## config.mk

```make
export PLATFORM = sky130hd
export DESIGN_NAME = float_add16
export DESIGN_NICKNAME = d
export VERILOG_FILES = /design/src/rtl/float_add16.sv
export SDC_FILE = /design/constraint.sdc
export NUM_CORES = 1
export LEC_CHECK = 0
export BUFFER_PORTS_ARGS = -buffer_cell sky130_fd_sc_hd__buf_2
export CAP_MARGIN = 30
export CORE_ASPECT_RATIO = 0.9
export CORE_MARGIN = 5
export CORE_UTILIZATION = 55
export DETAILED_ROUTE_END_ITERATION = 6
export HOLD_SLACK_MARGIN = 0.06
export PLACE_DENSITY = 0.74
export SLEW_MARGIN = 40
export SYNTH_ARGS = -nofsm -noshare
export SYNTH_HDL_FRONTEND = slang
export SYNTH_SLANG_ARGS = --single-unit
```

## constraint.sdc

```tcl
create_clock -name clk -period 2.5 [get_ports clk]
set_clock_uncertainty 0.15 [all_clocks]
set_input_delay 0.375 -clock clk [delete_from_list [all_inputs] [get_ports clk]]
set_output_delay 0.375 -clock clk [all_outputs]
set_load 0.02 [all_outputs]
```

## src/rtl/float_add16.sv

```systemverilog
// Registered IEEE 754 binary16 adder with round-to-nearest-even, one clock of latency.
// Accumulation primitive for the convolution datapath; subnormals handled without flush-to-zero.
module float_add16 #(
    parameter int DATA_WIDTH = 16,
    parameter int EXP_WIDTH  = 5,
    parameter int MAN_WIDTH  = 10
) (
    input  logic                  clk,
    input  logic                  reset,
    input  logic                  in_valid,
    input  logic [DATA_WIDTH-1:0] floatA,
    input  logic [DATA_WIDTH-1:0] floatB,
    output logic [DATA_WIDTH-1:0] sum,
    output logic                  out_valid
);
    localparam int SIG_W = MAN_WIDTH + 1;
    localparam int EXT_W = SIG_W + 3;
    localparam int AL_W  = SIG_W + EXT_W - 1;
    localparam int E_W   = EXP_WIDTH + 1;
    localparam logic [EXP_WIDTH-1:0]  EXP_ALL1  = '1;
    localparam logic [EXP_WIDTH-1:0]  SHIFT_OUT = EXP_WIDTH'(EXT_W);
    localparam logic [DATA_WIDTH-1:0] QNAN      = {1'b0, EXP_ALL1, 1'b1, {(MAN_WIDTH-1){1'b0}}};

    logic                  sign_a, sign_b;
    logic [EXP_WIDTH-1:0]  exp_a, exp_b;
    logic [MAN_WIDTH-1:0]  man_a, man_b;
    logic                  nan_a, nan_b, inf_a, inf_b;

    logic                  a_big, eff_sub;
    logic                  sign_big;
    logic [EXP_WIDTH-1:0]  exp_big, exp_sml, e_big, e_sml, exp_diff;
    logic [MAN_WIDTH-1:0]  man_big, man_sml;
    logic [SIG_W-1:0]      sig_big, sig_sml;

    logic [AL_W-1:0]       shifted;
    logic [EXT_W-1:0]      big_ext, sml_al;
    logic [EXT_W:0]        raw;

    logic [E_W-1:0]        lz, lim, lz_w, sh;
    logic [EXT_W-1:0]      norm;
    logic [E_W-1:0]        norm_exp;

    logic                  rnd_up;
    logic [SIG_W:0]        mant_r;
    logic [SIG_W-1:0]      mant_f;
    logic [E_W-1:0]        exp_f;
    logic                  overflow;
    logic [EXP_WIDTH-1:0]  res_exp;

    logic [DATA_WIDTH-1:0] sum_d, sum_q;
    logic                  out_valid_q;

    function automatic logic [E_W-1:0] lzc(input logic [EXT_W-1:0] v);
        lzc = E_W'(EXT_W);
        for (int i = 0; i < EXT_W; i++) begin
            if (v[i]) lzc = E_W'(EXT_W - 1 - i);
        end
    endfunction

    assign sign_a = floatA[DATA_WIDTH-1];
    assign sign_b = floatB[DATA_WIDTH-1];
    assign exp_a  = floatA[DATA_WIDTH-2 -: EXP_WIDTH];
    assign exp_b  = floatB[DATA_WIDTH-2 -: EXP_WIDTH];
    assign man_a  = floatA[MAN_WIDTH-1:0];
    assign man_b  = floatB[MAN_WIDTH-1:0];

    assign nan_a = (exp_a == EXP_ALL1) && (man_a != '0);
    assign nan_b = (exp_b == EXP_ALL1) && (man_b != '0);
    assign inf_a = (exp_a == EXP_ALL1) && (man_a == '0);
    assign inf_b = (exp_b == EXP_ALL1) && (man_b == '0);

    // Exponent-then-mantissa ordering is exactly the unsigned order of the low 15 bits.
    assign a_big    = floatA[DATA_WIDTH-2:0] >= floatB[DATA_WIDTH-2:0];
    assign eff_sub  = sign_a ^ sign_b;
    assign sign_big = a_big ? sign_a : sign_b;
    assign exp_big  = a_big ? exp_a : exp_b;
    assign man_big  = a_big ? man_a : man_b;
    assign exp_sml  = a_big ? exp_b : exp_a;
    assign man_sml  = a_big ? man_b : man_a;

    assign e_big    = (exp_big == '0) ? EXP_WIDTH'(1) : exp_big;
    assign e_sml    = (exp_sml == '0) ? EXP_WIDTH'(1) : exp_sml;
    assign sig_big  = {exp_big != '0, man_big};
    assign sig_sml  = {exp_sml != '0, man_sml};
    assign exp_diff = e_big - e_sml;

    always_comb begin
        shifted = {sig_sml, {(EXT_W-1){1'b0}}} >> exp_diff;
        if (exp_diff >= SHIFT_OUT) begin
            sml_al = {{(EXT_W-1){1'b0}}, |sig_sml};
        end else begin
            sml_al = {shifted[AL_W-1:SIG_W], |shifted[SIG_W-1:0]};
        end
    end

    assign big_ext = {sig_big, {(EXT_W-SIG_W){1'b0}}};
    assign raw     = eff_sub ? ({1'b0, big_ext} - {1'b0, sml_al})
                             : ({1'b0, big_ext} + {1'b0, sml_al});

    // Left normalisation stops at exponent 1 so deep cancellation lands as a subnormal.
    always_comb begin
        lz       = lzc(raw[EXT_W-1:0]);
        lim      = {1'b0, e_big} - E_W'(1);
        lz_w     = lz;
        sh       = (lz_w > lim) ? lim : lz_w;
        norm     = raw[EXT_W-1:0];
        norm_exp = {1'b0, e_big};
        if (!eff_sub && raw[EXT_W]) begin
            norm     = {raw[EXT_W:2], raw[1] | raw[0]};
            norm_exp = {1'b0, e_big} + E_W'(1);
        end else if (eff_sub) begin
            norm     = raw[EXT_W-1:0] << sh;
            norm_exp = {1'b0, e_big} - sh;
        end
    end

    always_comb begin
        rnd_up = norm[2] & (norm[3] | norm[1] | norm[0]);
        mant_r = {1'b0, norm[EXT_W-1:3]} + {{SIG_W{1'b0}}, rnd_up};
        if (mant_r[SIG_W]) begin
            mant_f = mant_r[SIG_W:1];
            exp_f  = norm_exp + E_W'(1);
        end else begin
            mant_f = mant_r[SIG_W-1:0];
            exp_f  = norm_exp;
        end
    end

    assign overflow = exp_f >= {1'b0, EXP_ALL1};
    assign res_exp  = mant_f[MAN_WIDTH] ? exp_f[EXP_WIDTH-1:0] : '0;

    always_comb begin
        sum_d = {sign_big, res_exp, mant_f[MAN_WIDTH-1:0]};
        if (nan_a || nan_b) begin
            sum_d = QNAN;
        end else if (inf_a && inf_b && (sign_a != sign_b)) begin
            sum_d = QNAN;
        end else if (inf_a) begin
            sum_d = floatA;
        end else if (inf_b) begin
            sum_d = floatB;
        end else if (eff_sub && (raw == '0)) begin
            sum_d = '0;
        end else if (overflow) begin
            sum_d = {sign_big, EXP_ALL1, {MAN_WIDTH{1'b0}}};
        end
    end

    always_ff @(posedge clk or posedge reset) begin
        if (reset) begin
            sum_q       <= '0;
            out_valid_q <= 1'b0;
        end else begin
            out_valid_q <= in_valid;
            if (in_valid) sum_q <= sum_d;
        end
    end

    assign sum       = sum_q;
    assign out_valid = out_valid_q;
endmodule

```

==> results of run 1 <==
[what timing repair did]
item,4_1_cts
setup buffers,45
setup endpoints to repair,16
gates resized for setup,87
pin swaps,50
gates cloned,2
[routing by layer]
layer / global-route usage [%] / overflow
met1: 76.3 / 1
met2: 87.6 / 44
met3: 60.8 / 0
met4: 73.9 / 41
met5: 19.3 / 0
[cells in the mapped netlist (5+ instances only)]
cell type	number	share of area [%]
a211o_1	5	0.61
a211oi_1	18	1.9
a21boi_0	5	0.52
a21o_1	14	1.5
a21oi_1	83	5.8
a22oi_1	6	0.63
a31oi_1	17	1.5
and2_1	14	1.2
and3_1	17	1.5
buf_1	8	0.42
buf_2	13	0.91
clkbuf_1	34	1.8
dfrtp_1	17	5.9
ha_1	54	9.4
inv_1	75	3.9
mux2_2	6	0.94
mux2i_1	39	5.4
mux4_2	7	2.2
nand2_1	119	6.2
nand2b_1	11	0.96
nand3_1	30	2.1
nand4_1	15	1.3
nor2_1	99	5.2
nor2b_1	13	1.1
nor3_1	32	2.2
nor3b_1	8	0.84
nor4_1	10	0.87
o211ai_1	24	2.5
o21a_1	7	0.73
o21ai_0	76	5.3
o21ai_1	5	0.35
o221ai_1	5	0.61
o22ai_1	13	1.1
o31ai_1	12	1.3
or2_2	6	0.52
or3_1	12	1.0
or4_1	5	0.52
xnor2_1	17	2.1
xor2_1	11	1.3
[per-stage QoR]
stage / hold WS, ns / cells
4_1_cts: 0.0611 / 1666
3_5_place_dp: 0.324 / 1615
3_3_place_gp: 0.310 / 1615
2_1_floorplan: 0.151 / 1067
[cells by family after synthesis]
group / count (synthesis) / share of synthesized area, %
AOI/OAI and AO/OA: 362 / 34.8
xor gates and xnor gates: 31 / 4.29
adders and majority gates: 57 / 10.2
buffers and inverters: 137 / 7.83
DFF: 17 / 5.93
muxes: 52 / 8.57
other: 1 / 0.0522
and+or+nand+nor: 410 / 28.3
==> results.ini, run 1 <==
[place]
dp_slack_ns = -8.44
portBuffers = 51
place.gp.congestion = 1.05
hpwl_mm = 25.4
placed_area_um2 = 10800

[clock_tree]
cts_buffers = 3
clock-sinks = 17
h-tree-depth = 1
ctsHoldBuffers = 0
clock-root-buffer = clkbuf_16
clk_path_buf_depth = 2

[global_route]
grt_max_degree = 31
gr-total-overflow = 86
grtUsageTotal_pct = 74.4

[die]
start_util_pct = 56.4
num_io_pins = 52
die_y_um = 118
dieWidth_um = 130
row_count = 39

[sta]
crit_endpoint = sum[9]$_DFFE_PP0P_/D
worst-ep-kind = register data pin

[synth]
synth_area_um2 = 7180
syn_inst = 1067
synth_warnings = 0
synth_nets = 1159
synth_edf_count = 0
ys_ff_latch = 17
synthArstFlopShare_pct = 100
ys_types = 98
seq_area_frac_synth_pct = 5.93
synth_area_per_cell_um2 = 6.73
synth_ff_type = dfrtp_1

[status]
status = stopped before the end
toolErrorMsg = [ERROR GRT-0232] Routing congestion too high. Check the congestion heatmap in the GUI.
haltStage = global routing (5_1_grt)

==> run 2, diff against run 1 <==
- CORE_ASPECT_RATIO: 0.9 -> unset
- CORE_UTILIZATION: 55 -> 40
- HOLD_SLACK_MARGIN: 0.06 -> unset
- PLACE_DENSITY: 0.74 -> unset
- PLACE_DENSITY_LB_ADDON: unset -> 0.15
==> results.ini, run 2 <==
[clock_tree]
path_clk_slew_ns = 0.05
ctsHoldBuffers = 0  ; unchanged
cts_tree = yes
clk_path_buf_depth = 2  ; unchanged
cts_buffers = 3  ; unchanged
clock_latency_ns = 0.25
clock-sinks = 17  ; unchanged
clock-root-buffer = clkbuf_16
h-tree-depth = 1  ; unchanged

[place]
dpl.cell_count = 1684  ; +4.3%
dp_slack_ns = -8.29  ; +0.148 ns
placed_area_um2 = 10900  ; +1.3%
hpwl_mm = 25.1  ; -1.3%
place.gp.congestion = 1.01  ; -3.4%
portBuffers = 51  ; unchanged

[power_and_ir_drop]
power_frac_comb_pct = 94.5
p_leak_nw = 5.60
ir_drop_uv = 1040
p_per_area_nw_per_um2 = 1160
finalPower_mw = 13.9
switchingPower_mw = 6.82
clkPwrFrac_pct = 2.3
internal-power_mw = 7.09
p_seq_share_pct = 3.2
swShare_pct = 49.0

[sta]
worst_slew_margin_rel_pct = 56.6
fin_hold_ws_ns = 0.0538
tightest_slew_ns = 0.650
fmax_mhz = 95.2
setup_viol = 16
hold_violations = 0
rsz0062_at_grt = true
finalCritPeriodShare_pct = 420
fin_ws_ns = -8.01
period_needed_ns = 10.51
drv_slew = 0

[detailed_routing]
ant_nets = 0
remaining_drc_errors = 0
drtPass1Iterations = 5
drtIter0Drc = 834
via_per_inst = 5.78
wirelength_mm = 31.6
vias = 10100
post_drt_wl_per_cell_um = 18.2

[synth]
synth_area_per_cell_um2 = 6.73  ; unchanged
synth_ff_type = dfrtp_1
synth_edf_count = 0  ; unchanged
synth_top_area_share_pct = 9.41  ; unchanged
synth_most_common_cell = nand2_1
ys_ff_latch = 17  ; unchanged
syn_inst = 1067  ; unchanged
synth_area_um2 = 7180  ; unchanged
yosys.area.top_type = ha_1
synthArstFlopShare_pct = 100  ; unchanged
yosys-top-cells-area = ha_1, nand2_1, dfrtp_1
seq_area_frac_synth_pct = 5.93  ; unchanged
synth_common_cells = nand2_1, nor2_1, a21oi_1, o21ai_0, inv_1
synth_warnings = 0  ; unchanged
synth_nets = 1159  ; unchanged
ys_types = 98  ; unchanged

[flow_run]
cap_violations = 0

[layout]
mostFrequentLayoutCells = buf_4, nand2_1, nor2_1, a21oi_1, o21ai_0
drive_gt1_share_pct = 45.7
layout_commonest_cell = buf_4
fin_area_um2 = 12000
antenna-diode-count = 0
largest_register_ffs = 16
layout.nets = 1604
area_growth_pct = 67.0
fillCellCount = 1496
fin_cells = 1740

[critical_path]
critPathArrivalTime_ns = 10.48
critPathLaunchType = input port
critPathSlowestCell = fa_2
crit_path_end_kind = flop
path_class = input port to flop
critical_path.max_stage_delay_ns = 0.43
required_ns = 2.47
worstPathMaxFanout = 8

[global_route]
grt_pass1_wl_mm = 49.1
antenna_found_initial = 0
grt_pass1_vias = 9726
grt_max_degree = 36
grtUsageTotal_pct = 29.0
gr-total-overflow = 0

[die]
start_util_pct = 40.2  ; -16 points
dieWidth_um = 144  ; +10%
dieArea_um2 = 20700
num_io_pins = 52  ; unchanged
die_y_um = 144  ; +22%
row_count = 49  ; +26%
core_area_um2 = 17800

[min_path]
hold_class = input port to asynchronous set/reset pin

[status]
status = complete, but fails checks
failed_checks = negative setup slack

==> run 2: cell counts after synthesis <==
No cell type changed its count.
==> run 2: kinds of logic (layout without fill, tap and decap cells) <==
group / Yosys count / after routing / share of synthesized area [%]
compound gates: 362 / 362 / 34.8
fa+ha+maj: 57 / 57 / 10.2
simple gates: 410 / 410 / 28.3
mux: 52 / 52 / 8.57
xor+xnor: 31 / 31 / 4.29
other cells: 1 / 1 / 0.0522
buf+inv: 137 / 581 / 7.83
flops: 17 / 17 / 5.93
==> run 2: timing repair <==
action,in CTS,in global routing
gates cloned,2,1
resized for setup,79,51
endpoints found under the setup margin,16,16
pin swaps,40,40
buffers inserted,30,20
==> run 2: cell type report <==
class,count,area [um2],area share [%]
Clock buffer,3,75.1,0.626
Clock inverter,1,5.00,0.0417
Inverter,78,328,2.73
Multi-Input combinational cell,913,7020,58.5
Sequential cell,17,425,3.55
Tap cell,229,287,2.39
Timing Repair Buffer,499,3850,32.1
==> run 2: power groups by stage <==
stage	Sequential [mW]	Combinational, mW	Clock (mW)
detailed placement	0.440	11.7	0
global route	0.454	14.1	0.338
global placement	0.444	11.6	0
floorplan	0.576	6.44	0
CTS	0.441	12.3	0.325
finish	0.442	13.1	0.323
==> run 2: through the flow <==
stage	util [%]	TNS (ns)
floorplan	-	-125.54
global placement	61.0	-126.62
detailed placement	61.0	-129.52
CTS	64.8	-120.40
global route	67.2	-132.60
finish	67.2	-124.27
==> run 2: worst paths after layout <==
kind	from	endpoint	slack, ns	depth (start not counted)
max in group asynchronous	reset	sum[6]	1.73	2
min in group clk	in_valid	out_valid	0.30	1
max	floatB[14]	sum[5]	-8.01	59
min reg2reg	sum[9]	sum[9]	0.34	1
max reg2reg	sum[13]	sum[13]	1.10	4
min	reset	out_valid	0.05	2
==> run 2: per-layer routing <==
metal  vias to the layer above  global-route usage [%]  share of wire [%]  routed length, um
li1                       4875                       -                  -                  -
met1                      4654                    36.9                 41              13100
met2                       422                    51.9                 50              15700
met3                       108                    1.98                5.3               1690
met4                         0                    9.76                3.7               1170
met5                         -                       0                  0                  0
==> run 2: critical path, delay by kind of cell <==
family | cells | cell delay [ns]
compound gates | 18 | 3.52
simple gates | 18 | 2.83
fa+ha+maj | 7 | 1.75
buf+inv | 12 | 1.14
xor+xnor | 3 | 0.60
mux | 1 | 0.24
No activity file was read; power rests on OpenSTA's default activity.
==> run 3, diff against run 2 <==
- HOLD_SLACK_MARGIN: unset -> 0.08
==> results.ini, run 3 (synthesis results as in run 2) <==
[global_route]
met2_usage_pct = 52.0  ; +0.098 points
grt_max_degree = 36  ; unchanged
gr-total-overflow = 0  ; unchanged
antenna_found_initial = 0  ; unchanged
use_met3_pct = 1.98  ; unchanged
grt_busiest_layer = met2
grt_pass1_vias = 9735  ; +0.093%
use_met1_pct = 36.9  ; about the same
grtUsageTotal_pct = 29.0  ; +0.034 points
grt_pass1_wl_mm = 49.2  ; +0.11%

[layout]
fin_cells = 1741  ; +0.057%
antenna-diode-count = 0  ; unchanged
layout.nets = 1605  ; +0.062%
fillCellCount = 1495  ; -0.067%
drive_gt1_share_pct = 45.6  ; about the same
final-seq-area_um2 = 425  ; unchanged
mostFrequentLayoutCells = buf_4, nand2_1, nor2_1, a21oi_1, o21ai_0
largest_register_ffs = 16  ; unchanged
area_growth_pct = 67.1  ; about the same
layout_commonest_cell = buf_4
multi_input_area_um2 = 7020  ; unchanged

[place]
place.gp.congestion = 1.01  ; unchanged
dp_slack_ns = -8.29  ; unchanged
dpl.cell_count = 1684  ; unchanged
portBuffers = 51  ; unchanged
hpwl_mm = 25.1  ; unchanged

[power_and_ir_drop]
p_per_area_nw_per_um2 = 1160  ; about the same
p_leak_nw = 5.60  ; about the same
finalPower_mw = 13.9  ; about the same
ir_drop_uv = 1050  ; +0.89%

[detailed_routing]
via_per_inst = 5.80  ; +0.40%
wirelength_mm = 31.7  ; +0.10%
post_drt_wl_per_cell_um = 18.2  ; about the same
vias = 10100  ; +0.46%
ant_nets = 0  ; unchanged
drtIter0Drc = 754  ; -9.6%
drtPass1Iterations = 5  ; unchanged
remaining_drc_errors = 0  ; unchanged

[sta]
tightest_slew_ns = 0.651  ; +0.00106 ns
setup_tns_ns = -124.04  ; +0.222 ns
setup_viol = 16  ; unchanged
fmax_mhz = 95.3  ; +0.15%
fin_ws_ns = -7.99  ; +0.0158 ns
fin_hold_ws_ns = 0.299  ; +0.245 ns
worst_slew_margin_rel_pct = 56.6  ; -0.071 points
finalCritPeriodShare_pct = 420  ; -0.63 points
hold_violations = 0  ; unchanged
rsz0062_at_grt = true
drv_slew = 0  ; unchanged
period_needed_ns = 10.49  ; -0.0158 ns

[clock_tree]
cts_tree = yes
clock-root-buffer = clkbuf_16
path_clk_slew_ns = 0.05  ; about the same
cts_buffers = 3  ; unchanged
clock_latency_ns = 0.25  ; about the same
clock-sinks = 17  ; unchanged
h-tree-depth = 1  ; unchanged
clk_path_buf_depth = 2  ; unchanged

[critical_path]
reg2reg_slack_ns = 1.10  ; about the same
crit_path_end_kind = flop
critPathSlowestCell = mux4_2
path_class = input port to flop
critPathLaunchType = input port
regToRegStartpoint = sum[13]
r2r_cells = 4  ; unchanged
critical_path.max_stage_delay_ns = 0.50  ; +0.07 ns
required_ns = 2.47  ; about the same
r2r_end = sum[13]
critPathArrivalTime_ns = 10.46  ; -0.02 ns
worstPathMaxFanout = 7  ; -1

[die]
dieWidth_um = 144  ; unchanged
row_count = 49  ; unchanged
start_util_pct = 40.2  ; unchanged
dieArea_um2 = 20700  ; unchanged
num_io_pins = 52  ; unchanged
die_y_um = 144  ; unchanged
core_area_um2 = 17800  ; unchanged

[flow_run]
cap_violations = 0  ; unchanged

[status]
failed_checks = negative setup slack
status = complete, but fails checks

[min_path]
hp-start = in_valid
hold_class = input port to flop
hold_depth = 1
min_to = out_valid

## run 3: worst max-delay path, delay by kind of cell
family	cells	cell delay (ns)
AO/OA/AOI/OAI	19	3.05
AND/OR/NAND/NOR	19	2.52
adder cells (fa/ha/maj)	7	1.80
buffers and inverters	13	1.30
multiplexers	4	1.07
XOR/XNOR	1	0.31
## run 3: layout make-up
class / instances / area share [%]
Timing Repair Buffer: 500 / 32.2
Inverter: 78 / 2.73
Sequential cell: 17 / 3.54
Tap cell: 229 / 2.39
Multi-Input combinational cell: 913 / 58.5
Clock buffer: 3 / 0.626
Clock inverter: 1 / 0.0417
## run 3: what timing repair did
action | in CTS | in global routing
resized for setup | 79 | 51
gates cloned | 2 | 1
hold endpoints to repair | 17 | 0
setup buffers | 30 | 20
endpoints found under the setup margin | 16 | 16
hold buffers | 1 | 0
pin swaps | 40 | 40
## run 3: how the worst max path moves through the flow
stage | from | end | slack, ns | depth (start not counted)
after floorplan | floatB[12] | sum[0] | -8.11 | 64
after global placement | floatB[13] | sum[1] | -8.12 | 62
after detailed placement | floatB[6] | sum[3] | -8.29 | 63
after CTS | floatA[13] | sum[0] | -7.72 | 62
after global routing | floatB[14] | sum[5] | -8.54 | 62
final | floatB[14] | sum[5] | -7.99 | 63
## run 3: per-layer routing
metal | vias up | share of wire [%]
li1 | 4874 | -
met4 | 0 | 4.2
met3 | 118 | 5.3
met1 | 4672 | 41
met5 | - | 0
met2 | 441 | 49
## run 3: power breakdown
part           switching [mW]  total (mW)  internal [mW]  leakage, nW
combinational            6.66        13.1           6.49         5.36
sequential             0.0539       0.441          0.387        0.204
clock                   0.108       0.322          0.214       0.0409
total                    6.82        13.9           7.09         5.60
## run 3: metrics by stage
stage | instance area (um2) | utilization (%)
after floorplan | 7640 | -
after global placement | 10900 | 61.0
after detailed placement | 10900 | 61.0
after CTS | 11600 | 64.9
after global routing | 12000 | 67.3
final | 12000 | 67.3
==> run 4, diff against run 3 <==
- SETUP_SLACK_MARGIN: unset -> 0.2
==> results.ini, run 4 (synthesis results as in run 2) <==
[detailed_routing]
ant_nets = 0  ; unchanged
drtPass1Iterations = 7  ; +2
vias = 10100  ; -0.38%
post_drt_wl_per_cell_um = 18.1  ; -0.38%
remaining_drc_errors = 1  ; +1
via_per_inst = 5.78  ; -0.43%
wirelength_mm = 31.6  ; -0.33%
drtIter0Drc = 811  ; +7.6%

[place]
hpwl_mm = 25.1  ; unchanged
dpl.cell_count = 1684  ; unchanged
dp_slack_ns = -8.29  ; unchanged
portBuffers = 51  ; unchanged
placed_area_um2 = 10900  ; unchanged
place.gp.congestion = 1.01  ; unchanged

[sta]
period_needed_ns = 10.51  ; +0.0117 ns
finalCritPeriodShare_pct = 420  ; +0.47 points
fmax_mhz = 95.2  ; -0.11%
fin_ws_ns = -8.01  ; -0.0117 ns
setup_viol = 16  ; unchanged
drv_slew = 0  ; unchanged
tightest_slew_ns = 0.651  ; +0.000155 ns
rsz0062_at_grt = true
fin_hold_ws_ns = 0.300  ; +0.00147 ns
setup_tns_ns = -124.21  ; -0.168 ns
hold_violations = 0  ; unchanged
worst_slew_margin_rel_pct = 56.6  ; about the same

[layout]
drive_gt1_share_pct = 45.7  ; about the same
fin_cells = 1742  ; +0.057%
largest_register_ffs = 16  ; unchanged
mostFrequentLayoutCells = buf_4, nand2_1, nor2_1, a21oi_1, o21ai_0
antenna-diode-count = 0  ; unchanged
layout.nets = 1606  ; +0.062%
area_growth_pct = 67.3  ; about the same
layout_commonest_cell = buf_4
fin_util_pct = 67.3  ; about the same
fin_area_um2 = 12000  ; about the same

[status]
status = complete, but fails checks
failed_checks = design-rule violations, negative setup slack

[min_path]
hold_class = input port to flop

[clock_tree]
clock-sinks = 17  ; unchanged
clock-root-buffer = clkbuf_16
cts_buffers = 3  ; unchanged
clock_latency_ns = 0.25  ; about the same
clk_path_buf_depth = 2  ; unchanged
h-tree-depth = 1  ; unchanged
cts_tree = yes
path_clk_slew_ns = 0.05  ; about the same

[critical_path]
worstPathMaxFanout = 7  ; unchanged
critPathSlowestCell = mux4_2
cpLargestDelayFamily = compound AO/OA/AOI/OAI gates
required_ns = 2.47  ; about the same
critPathLaunchType = input port
critical_path.max_stage_delay_ns = 0.50  ; about the same
critPathArrivalTime_ns = 10.47  ; about the same
crit_path_end_kind = flop
path_class = input port to flop
path_buf_inv = 13  ; unchanged

[global_route]
gr-total-overflow = 0  ; unchanged
antenna_found_initial = 0  ; unchanged
grt_pass1_wl_mm = 49.2  ; unchanged
grt_pass1_vias = 9732  ; -0.031%
grt_max_degree = 36  ; unchanged
grtUsageTotal_pct = 29.0  ; unchanged

[power_and_ir_drop]
p_per_area_nw_per_um2 = 1160  ; about the same
p_leak_nw = 5.61  ; +0.12%
finalPower_mw = 13.9  ; about the same
ir_drop_uv = 1040  ; -0.61%

[flow_run]
cap_violations = 0  ; unchanged

[die]
dieWidth_um = 144  ; unchanged
die_y_um = 144  ; unchanged
start_util_pct = 40.2  ; unchanged
core_area_um2 = 17800  ; unchanged
num_io_pins = 52  ; unchanged
row_count = 49  ; unchanged
dieArea_um2 = 20700  ; unchanged

[run 4: cell count changes in the layout (fill, tap and decap cells not counted)]
| cell | previous run | this run |
|---|---|---|
| buf_6 | 9 | 11 |
| a21oi_2 | 13 | 14 |
| buf_2 | 41 | 40 |
| a21oi_4 | 2 | 1 |
[run 4: path summary, 6_finish.rpt]
path                       slack (ns)  cells after the start       start        end
setup / recovery                -8.01                     63  floatB[14]     sum[5]
hold / removal                   0.30                      1    in_valid  out_valid
setup reg to reg                 1.10                      4     sum[13]    sum[13]
hold reg to reg                  0.34                      1      sum[9]     sum[9]
max in group asynchronous        1.15                      3       reset     sum[6]
min in group asynchronous        0.63                      3       reset  out_valid
[run 4: area by class of cell]
cell class,count,area [um2]
tap,229,287
clock inverter,1,5.00
fill,1494,5830
multi-input combinational,913,7010
clock buffer,3,75.1
timing repair buffer,501,3880
inverter,78,328
sequential,17,425
[run 4: power breakdown]
group          internal [mW]  switching [mW]  total [mW]  leakage (nW)
clock network          0.214           0.108       0.323        0.0409
logic                   6.49            6.66        13.2          5.36
registers              0.387          0.0542       0.442         0.204
total                   7.09            6.82        13.9          5.61
[run 4: layer usage]
| metal | vias to the layer above | routed length, um | GRT usage, % |
|---|---|---|---|
| met2 | 409 | 15500 | 52.0 |
| met3 | 111 | 1550 | 1.98 |
| met1 | 4681 | 13200 | 36.9 |
| met5 | - | 0 | 0 |
| met4 | 0 | 1320 | 9.76 |
| li1 | 4866 | - | - |
[run 4: timing repair]
| item | in CTS | in global routing |
|---|---|---|
| endpoints found under the hold margin | 17 | 0 |
| setup buffers | 30 | 20 |
| gates cloned | 2 | 1 |
| pin swaps | 40 | 40 |
| hold buffers | 1 | 0 |
| endpoints found under the setup margin | 16 | 16 |
| gates resized for setup | 79 | 52 |
